### src/rtl/bin_to_bcd_seq_if.sv
// bin_to_bcd_seq_if: start/busy/done handshake and data bus for the BCD encoder
// master: drives start, bin; observes bcd, busy, done, overflow
// slave : the encoder side of the same signals
interface bin_to_bcd_seq_if #(
    parameter int WIDTH  = 16,
    parameter int DIGITS = 5
);
    logic                  start;
    logic [WIDTH-1:0]      bin;
    logic [4*DIGITS-1:0]   bcd;
    logic                  busy;
    logic                  done;
    logic                  overflow;
    modport master (output start, bin, input bcd, busy, done, overflow);
    modport slave  (input start, bin, output bcd, busy, done, overflow);
endinterface

### src/rtl/bin_to_bcd_seq.sv
// bin_to_bcd_seq: sequential double-dabble binary-to-BCD encoder, one bit per clock
// clk   : system clock, rising edge
// rst_n : asynchronous active-low reset
// bus   : slave side of bin_to_bcd_seq_if (start, bin in; bcd, busy, done, overflow out)
module bin_to_bcd_seq #(
    parameter int WIDTH  = 16,
    parameter int DIGITS = 5
) (
    input  logic                 clk,
    input  logic                 rst_n,
    bin_to_bcd_seq_if.slave      bus
);
    localparam int CW = $clog2(WIDTH + 1);
    localparam int BW = 4 * DIGITS;
    typedef enum logic {IDLE, SHIFT} state_t;
    state_t          state_q, state_d;
    logic [WIDTH-1:0] sh_q, sh_d;
    logic [BW-1:0]    scr_q, scr_d, adj;
    logic [CW-1:0]    cnt_q, cnt_d;
    logic             sticky_q, sticky_d;
    logic [BW-1:0]    bcd_q, bcd_d;
    logic             ovf_q, ovf_d;
    logic             done_q, done_d;
    always_comb begin
        adj = scr_q;
        for (int i = 0; i < DIGITS; i++)
            adj[4*i +: 4] = scr_q[4*i +: 4] >= 4'd5 ? scr_q[4*i +: 4] + 4'd3 : scr_q[4*i +: 4];
        state_d  = state_q;
        sh_d     = sh_q;
        scr_d    = scr_q;
        cnt_d    = cnt_q;
        sticky_d = sticky_q;
        bcd_d    = bcd_q;
        ovf_d    = ovf_q;
        done_d   = 1'b0;
        if (state_q == IDLE) begin
            if (bus.start) begin
                sh_d     = bus.bin;
                scr_d    = '0;
                sticky_d = 1'b0;
                cnt_d    = CW'(WIDTH);
                state_d  = SHIFT;
            end
        end else begin
            sh_d     = sh_q << 1;
            scr_d    = {adj[BW-2:0], sh_q[WIDTH-1]};
            // a digit carried out of the top means the value exceeds the display range
            sticky_d = sticky_q | adj[BW-1];
            cnt_d    = cnt_q - CW'(1);
            if (cnt_q == CW'(1)) begin
                bcd_d   = scr_d;
                ovf_d   = sticky_d;
                done_d  = 1'b1;
                state_d = IDLE;
            end
        end
    end
    always_ff @(posedge clk or negedge rst_n) begin
        if (!rst_n) begin
            state_q  <= IDLE;
            sh_q     <= '0;
            scr_q    <= '0;
            cnt_q    <= '0;
            sticky_q <= 1'b0;
            bcd_q    <= '0;
            ovf_q    <= 1'b0;
            done_q   <= 1'b0;
        end else begin
            state_q  <= state_d;
            sh_q     <= sh_d;
            scr_q    <= scr_d;
            cnt_q    <= cnt_d;
            sticky_q <= sticky_d;
            bcd_q    <= bcd_d;
            ovf_q    <= ovf_d;
            done_q   <= done_d;
        end
    end
    assign bus.bcd      = bcd_q;
    assign bus.overflow = ovf_q;
    assign bus.done     = done_q;
    assign bus.busy     = state_q == SHIFT;
endmodule

### src/flat_wrapper.sv
// flat-port wrapper written by rule: the top's interface ports become plain ports
module bin_to_bcd_seq_flat 
#(
    parameter int WIDTH  = 16,
    parameter int DIGITS = 5
)
  (clk, rst_n, bus_start, bus_bin, bus_bcd, bus_busy, bus_done, bus_overflow);
  bin_to_bcd_seq_if #(.WIDTH(WIDTH), .DIGITS(DIGITS)) bus_i ();
  input  logic clk;
  input  logic rst_n;
  input wire logic [$bits(bus_i.start)-1:0] bus_start;
  input wire logic [$bits(bus_i.bin)-1:0] bus_bin;
  output wire logic [$bits(bus_i.bcd)-1:0] bus_bcd;
  output wire logic [$bits(bus_i.busy)-1:0] bus_busy;
  output wire logic [$bits(bus_i.done)-1:0] bus_done;
  output wire logic [$bits(bus_i.overflow)-1:0] bus_overflow;
  assign bus_i.start = bus_start;
  assign bus_i.bin = bus_bin;
  assign bus_bcd = bus_i.bcd;
  assign bus_busy = bus_i.busy;
  assign bus_done = bus_i.done;
  assign bus_overflow = bus_i.overflow;
  bin_to_bcd_seq #(.WIDTH(WIDTH), .DIGITS(DIGITS)) u_core (.clk(clk), .rst_n(rst_n), .bus(bus_i));
endmodule
### config.mk
export PLATFORM = sky130hd
export DESIGN_NAME = bin_to_bcd_seq_flat
export DESIGN_NICKNAME = d
export VERILOG_FILES = /design/src/rtl/bin_to_bcd_seq_if.sv /design/src/rtl/bin_to_bcd_seq.sv /design/src/flat_wrapper.sv
export SDC_FILE = /design/constraint.sdc
export NUM_CORES = 1
export LEC_CHECK = 0
export BUFFER_PORTS_ARGS = -buffer_cell sky130_fd_sc_hd__buf_2
export CAP_MARGIN = 10
export CORE_ASPECT_RATIO = 2
export CORE_MARGIN = 5
export CORE_UTILIZATION = 40
export CTS_BUF_LIST = sky130_fd_sc_hd__clkbuf_16
export CTS_CLUSTER_DIAMETER = 50
export DETAILED_ROUTE_END_ITERATION = 6
export PLACE_DENSITY = 0.56
export SYNTH_ARGS = -nofsm -noshare
export SYNTH_HDL_FRONTEND = slang
export SYNTH_SLANG_ARGS = --single-unit
### constraint.sdc
create_clock -name clk -period 4.6 [get_ports clk]
set_input_delay 0.23 -clock clk [delete_from_list [all_inputs] [get_ports clk]]
set_output_delay 0.23 -clock clk [all_outputs]
set_load 0.05 [all_outputs]
==> results of run 1 <==
-- area by class of cell --
class	count	area (µm²)	area share, %
Inverter	13	48.8	1.33
Timing Repair Buffer	44	228	6.20
Multi-Input combinational cell	202	1400	38.2
Tap cell	96	120	3.27
Clock inverter	5	18.8	0.511
Sequential cell	65	1630	44.3
Clock buffer	9	225	6.13
-- synthesized netlist by cell type, types with 2 or more instances --
library cell	count	share of area [%]
ha_1	12	4.7
dfrtp_1	65	51
nor3_1	6	0.95
o21ai_0	22	3.5
mux2i_1	25	7.9
a32o_1	5	1.6
inv_1	13	1.5
nor3b_1	9	2.1
nor2_1	21	2.5
mux2_4	7	3.3
a21o_1	14	3.3
nand2b_1	6	1.2
a21oi_1	16	2.5
xnor2_1	5	1.4
nand2_1	34	4.0
clkbuf_1	2	0.24
buf_1	3	0.35
buf_2	8	1.3
buf_6	2	0.71
o31ai_1	2	0.47
mux2_2	5	1.8
a31oi_1	5	0.99
-- critical path: cells and delay by family, from the launching register on --
kind | cells | cell delay (ns)
DFF | 1 | 0.37
adders and majority gates | 1 | 0.15
muxes | 1 | 0.36
and+or+nand+nor | 1 | 0.64
buffers and inverters | 2 | 0.47
-- power groups by stage --
stage	clock [mW]	sequential, mW	combinational, mW
2_1_floorplan	0	1.32	0.816
3_3_place_gp	0	1.02	1.37
3_5_place_dp	0	1.03	1.41
4_1_cts	0.585	1.02	1.42
5_1_grt	0.608	1.06	1.54
6_report	0.564	1.02	1.39
-- through the flow --
step                      power, mW  instance area [µm²]  hold slack, ns
final                          2.98                 3670          0.0762
after global routing           3.21                 3670           0.178
after CTS                      3.02                 3670           0.120
after detailed placement       2.44                 3430           0.465
after global placement         2.39                 3430           0.460
after floorplan                2.14                 3180         -0.0656
-- worst max-delay path by stage --
stage | startpoint | end | slack [ns]
finish | u_core.cnt_q[1] | u_core.bus.bcd[1] | 2.49
CTS | u_core.cnt_q[1] | u_core.bus.bcd[1] | 2.44
detailed placement | u_core.cnt_q[1] | u_core.bus.bcd[1] | 2.45
global route | u_core.cnt_q[1] | u_core.bus.bcd[0] | 2.32
floorplan | u_core.bus.busy | u_core.bus.bcd[10] | 2.91
global placement | u_core.cnt_q[1] | u_core.bus.bcd[0] | 2.51
-- kinds of logic after synthesis --
group / share of synthesized area [%]
AO/OA/AOI/OAI: 13.1
adder cells (fa/ha/maj): 4.73
buffers and inverters: 4.57
AND/OR/NAND/NOR: 11.7
flip-flops: 51.2
XOR/XNOR: 1.65
multiplexers: 13.0
-- state kept, by name, summed over array words and instances (netlist names) --
signal and count:
u_core.bus.overflow 1, u_core.sticky_q 1, u_core.sh_q 16, u_core.bus.bcd 20, u_core.cnt_q 5, u_core.scr_q 20, u_core.bus.done 1, u_core.bus.busy 1
-- layer usage --
| metal | track usage (%) | up-vias | wire (µm) |
|---|---|---|---|
| li1 | - | 1097 | - |
| met1 | 16.1 | 1086 | 2560 |
| met2 | 22.8 | 48 | 3200 |
| met3 | 3.55 | 9 | 273 |
| met4 | 6.16 | 0 | 130 |
| met5 | 0 | - | 0 |
==> qor.yml, run 1 <==
final_layout:
  fin_util_pct: 46.9
  fin_cells: 434
  area_delta_synth_final_pct: 15.6
  nets: 366
  drive_gt1_share_pct: 19.5
  fillers: 784
  mostFrequentLayoutCells: "dfrtp_1, buf_2, nand2_1, mux2i_1, o21ai_0"
  antenna_cells: 0
  final_common_cell: "dfrtp_1"
synthesis:
  ys_warn_count: 0
  ys_types: 31
  syn_inst: 296
  synthFlopType: "dfrtp_1"
  synth-seq-cells: 65
  syn_nets: 327
  yosysSeqAreaShare_pct: 51.2
  synth-async-reset-ratio_pct: 100
  synth-edff-count: 0
  syn_area_um2: 3180
  postSynthAreaPerCell_um2: 10.7
power:
  combPwrFrac_pct: 46.8
  pwr_density_cell_nw_per_um2: 810
  power.internal_mw: 1.72
  power_frac_seq_pct: 34.2
  clock_power_share_pct: 18.9
  p_leak_nw: 1.83
  switching_share_pct: 42.2
  ir_worst_vdd_mv: 0.368
  switchingPower_mw: 1.25
routing:
  drt-vias-per-instance: 5.16
  wl_per_cell_um: 14.2
  final_antenna_net_count: 0
  drc: 0
  routed-via-count: 2240
  drt_iter0_drc: 103
  wl_um: 6170
  first_pass_iters: 4
clocking:
  cts_resized: 0
  clk_root_buffer_cell: "clkbuf_16"
  cts_tree: "built"
  clkTransAtPathRegs_ns: 0.05
  cts_hold_buf: 0
  insertion_delay_ns: 0.32
  clockBufferDepth: 2
  h-tree-depth: 3
  cts_sinks: 65
  cts_made_buffers: 9
  cts_setup_buffers: 0
worst_setup_path:
  crit_required_ns: 4.81
  cp-start-kind: "flip-flop"
  cp-end-kind: "flip-flop"
  worstPathArrival_ns: 2.32
  path_cells: "inv_1 > ha_1 > and4b_1 > buf_4 > mux2_2"
  reg2reg_setup_slack_ns: 2.49
  r2r-start: "u_core.cnt_q[1]"
  r2r_cells: 5
  crit_slowest_cell: "and4b_1"
  cp_max_fo: 19
  critPathKind: "flip-flop to flip-flop"
  r2r-end: "u_core.bus.bcd[1]"
  critical_path.max_stage_delay_ns: 0.64
grt:
  grt_max_degree: 79
  antenna_found_initial: 0
  track_usage_pct: 13.7
  gr-total-overflow: 0
  grt_pass1_wl_um: 10600
  first_global_vias: 2266
timing:
  slew_headroom_pct: 45.2
  period_needed_ns: 2.11
  fin_skew_ns: 0.00575
  tightest_slew_ns: 0.822
  hold_viol_final: 0
  period_share_pct: 45.9
  setup_slack_ns: 2.49
  rsz0062_at_grt: "false"
  fmax_mhz: 474
  finalSetupViolCount: 0
  finalSetupTns_ns: 0
  final_max_slew_viol_count: 0
die:
  core_um2: 7830
  floorplan.initialDensity_pct: 40.6
  die_h_um: 136
  io_pins: 42
  placementRows: 46
  dieWidth_um: 73.0
  dieArea_um2: 9930
placed_design:
  hpwl_um: 4090
  dpl_worst_slack_ns: 2.45
  place.gp.congestion: 0.765
  port_buffers: 41
  dp_cells: 420
status:
  outcome: "finished, final reports clean"
worst_hold_path:
  hold_class: "input pin to async pin"
run:
  cap_violations: 0
No activity file was read; power rests on OpenSTA's default activity.
==> inputs of run 2 (changes only) <==
==> constraint.sdc (replaced) <==
create_clock -name clk -period 2.19 [get_ports clk]
set_input_delay 0.1095 -clock clk [delete_from_list [all_inputs] [get_ports clk]]
set_output_delay 0.1095 -clock clk [all_outputs]
set_load 0.05 [all_outputs]
==> run 2 against run 1 <==
Effect of this change: fmax is 29% higher; clock power is 110% higher; clock skew is 0.0012 ns lower; first-iteration DRC count is 19% higher; register-to-register slack worse by 1.9 ns; via count hardly changed; utilization is 0.88 points higher; count of clock-buffer cells in the layout stayed put; flip-flop and latch count stayed put; largest cell class unchanged.
==> qor.yml, run 2 (synthesis results as in run 1) <==
grt:
  antenna_found_initial: 0  # unchanged
  track_usage_pct: 13.7  # about the same
  grt_pass1_wl_um: 10400  # was 10600 µm
  first_global_vias: 2252  # was 2266
  grt_max_degree: 42  # was 79
  gr-total-overflow: 0  # unchanged
worst_setup_path:
  critPathTopFamily: "flip-flops"  # was simple AND/OR/NAND/NOR gates
  reg2reg_setup_slack_ns: 0.56  # was 2.49 ns
  critPathKind: "flip-flop to flip-flop"  # unchanged
  worstPathArrival_ns: 1.84  # was 2.32 ns
  crit_start: "u_core.scr_q[8]"  # was u_core.cnt_q[1]
  cp-end-kind: "flip-flop"  # unchanged
  crit_required_ns: 2.40  # was 4.81 ns
  r2r-end: "u_core.bus.bcd[10]"  # was u_core.bus.bcd[1]
  r2r_cells: 6  # was 5
  cp-start-kind: "flip-flop"  # unchanged
  crit_slowest_cell: "dfrtp_1"  # was and4b_1
  critPathBufInv: 1  # was 2
  path_depth: 6  # was 5
  r2r-start: "u_core.scr_q[8]"  # was u_core.cnt_q[1]
  path_cells: "inv_1 > ha_1 > nand2b_1 > a21oi_1 > mux2i_1 > mux2_4"  # was inv_1 > ha_1 > and4b_1 > buf_4 > mux2_2
  cp_max_fo: 5  # was 19
  critical_path.max_stage_delay_ns: 0.43  # was 0.64 ns
clocking:
  cts_hold_buf: 1  # was 0
  insertion_delay_ns: 0.32  # about the same
  cts_setup_buffers: 0  # unchanged
  clockBufferDepth: 2  # unchanged
  clk_root_buffer_cell: "clkbuf_16"  # unchanged
  cts_resized: 0  # unchanged
  cts_sinks: 65  # unchanged
  h-tree-depth: 3  # unchanged
  cts_tree: "built"  # unchanged
  cts_made_buffers: 9  # unchanged
  clkTransAtPathRegs_ns: 0.05  # about the same
final_layout:
  mostFrequentLayoutCells: "dfrtp_1, buf_2, nand2_1, mux2i_1, o21ai_0"  # unchanged
  final-seq-area_um2: 1630  # unchanged
  final_common_cell: "dfrtp_1"  # unchanged
  multi_input_area_um2: 1400  # unchanged
  fillers: 768  # was 784
  drive_gt1_share_pct: 21.2  # was 19.5%
  fin_cells: 441  # was 434
  nets: 373  # was 366
  antenna_cells: 0  # unchanged
  area_delta_synth_final_pct: 17.8  # was 15.6%
routing:
  first_pass_iters: 4  # unchanged
  wl_per_cell_um: 13.9  # was 14.2 µm
  drc: 0  # unchanged
  final_antenna_net_count: 0  # unchanged
  wl_met3_um: 227  # was 273 µm
  wl_met1_um: 2650  # was 2560 µm
  dr_wl_met2_um: 3110  # was 3200 µm
  routed-via-count: 2238  # was 2240
  drt_iter0_drc: 123  # was 103
  wl_um: 6120  # was 6170 µm
  top_layer: "met4"  # unchanged
  drt-vias-per-instance: 5.07  # was 5.16
timing:
  fmax_mhz: 613  # was 474 MHz
  rsz0062_at_grt: "false"  # unchanged
  slew_headroom_pct: 72.9  # was 45.2%
  finalSetupViolCount: 0  # unchanged
  hold_viol_final: 0  # unchanged
  period_needed_ns: 1.63  # was 2.11 ns
  finalSetupTns_ns: 0  # unchanged
  fin_skew_ns: 0.00457  # was 0.00575 ns
  tightest_slew_ns: 0.406  # was 0.822 ns
  final_max_slew_viol_count: 0  # unchanged
  period_share_pct: 74.5  # was 45.9%
power:
  total_power_mw: 6.27  # was 2.98 mW
  switchingPower_mw: 2.63  # was 1.25 mW
  combPwrFrac_pct: 47.1  # was 46.8%
  p_leak_nw: 1.87  # was 1.83 nW
  power_frac_seq_pct: 34.1  # was 34.2%
  pwr_density_cell_nw_per_um2: 1670  # was 810 nW/µm²
  ir_worst_vdd_mv: 0.944  # was 0.368 mV
  clock_power_share_pct: 18.8  # was 18.9%
  switching_share_pct: 41.9  # was 42.2%
  power.internal_mw: 3.64  # was 1.72 mW
worst_hold_path:
  whs_path_depth: 3
  min_to: "u_core.sh_q[0]"
  hold_class: "input pin to flip-flop"  # was input pin to async pin
  hold_path_startpoint: "bus_bin[0]"
die:
  dieWidth_um: 73.0  # unchanged
  io_pins: 42  # unchanged
  die_h_um: 136  # unchanged
  core_um2: 7830  # unchanged
  floorplan.initialDensity_pct: 40.6  # unchanged
  placementRows: 46  # unchanged
  dieArea_um2: 9930  # unchanged
placed_design:
  hpwl_um: 4380  # was 4090 µm
  dp_cells: 426  # was 420
  place.gp.congestion: 0.831  # was 0.765
  port_buffers: 41  # unchanged
status:
  outcome: "finished, final reports clean"  # unchanged
run:
  cap_violations: 0  # unchanged
[run 2: through the flow]
step	utilization (%)	instance area (µm²)	setup slack (ns)	hold slack, ns
floorplan	-	3180	0.498	-0.186
global placement	44.5	3490	0.607	0.0453
detailed placement	44.5	3490	0.546	0.0477
CTS	47.8	3740	0.555	0.0291
global route	47.8	3740	0.435	0.0477
finish	47.8	3740	0.559	0.0346
[run 2: worst max-delay path by stage]
stage,slack (ns),end
3_5_place_dp,0.55,u_core.bus.bcd[10]
6_report,0.56,u_core.bus.bcd[10]
5_1_grt,0.44,u_core.bus.bcd[13]
2_1_floorplan,0.50,u_core.bus.bcd[10]
4_1_cts,0.56,u_core.bus.bcd[10]
3_3_place_gp,0.61,u_core.bus.bcd[2]
[run 2: final cells by class]
class	instances	area share [%]
Multi-Input combinational cell	202	37.5
Inverter	13	1.30
Timing Repair Buffer	51	7.89
Tap cell	96	3.21
Clock inverter	5	0.535
Clock buffer	9	6.02
Sequential cell	65	43.5
[run 2: worst min-delay path, cell delays in order]
cell and delay (ns):
buf_2 0.07, mux2i_1 0.06, nor2_1 0.08
[run 2: power by group through the flow]
stage | clock network, mW | registers [mW] | logic (mW)
after floorplan | 0 | 2.78 | 1.71
after global placement | 0 | 2.13 | 2.91
after detailed placement | 0 | 2.15 | 2.98
after CTS | 1.21 | 2.14 | 3.00
after global routing | 1.27 | 2.21 | 3.26
final | 1.18 | 2.14 | 2.95
[run 2: routing by layer]
| layer | GRT usage [%] | vias to the layer above |
|---|---|---|
| met3 | 3.03 | 9 |
| li1 | - | 1124 |
| met2 | 22.6 | 43 |
| met5 | 0 | - |
| met4 | 8.21 | 0 |
| met1 | 15.9 | 1062 |
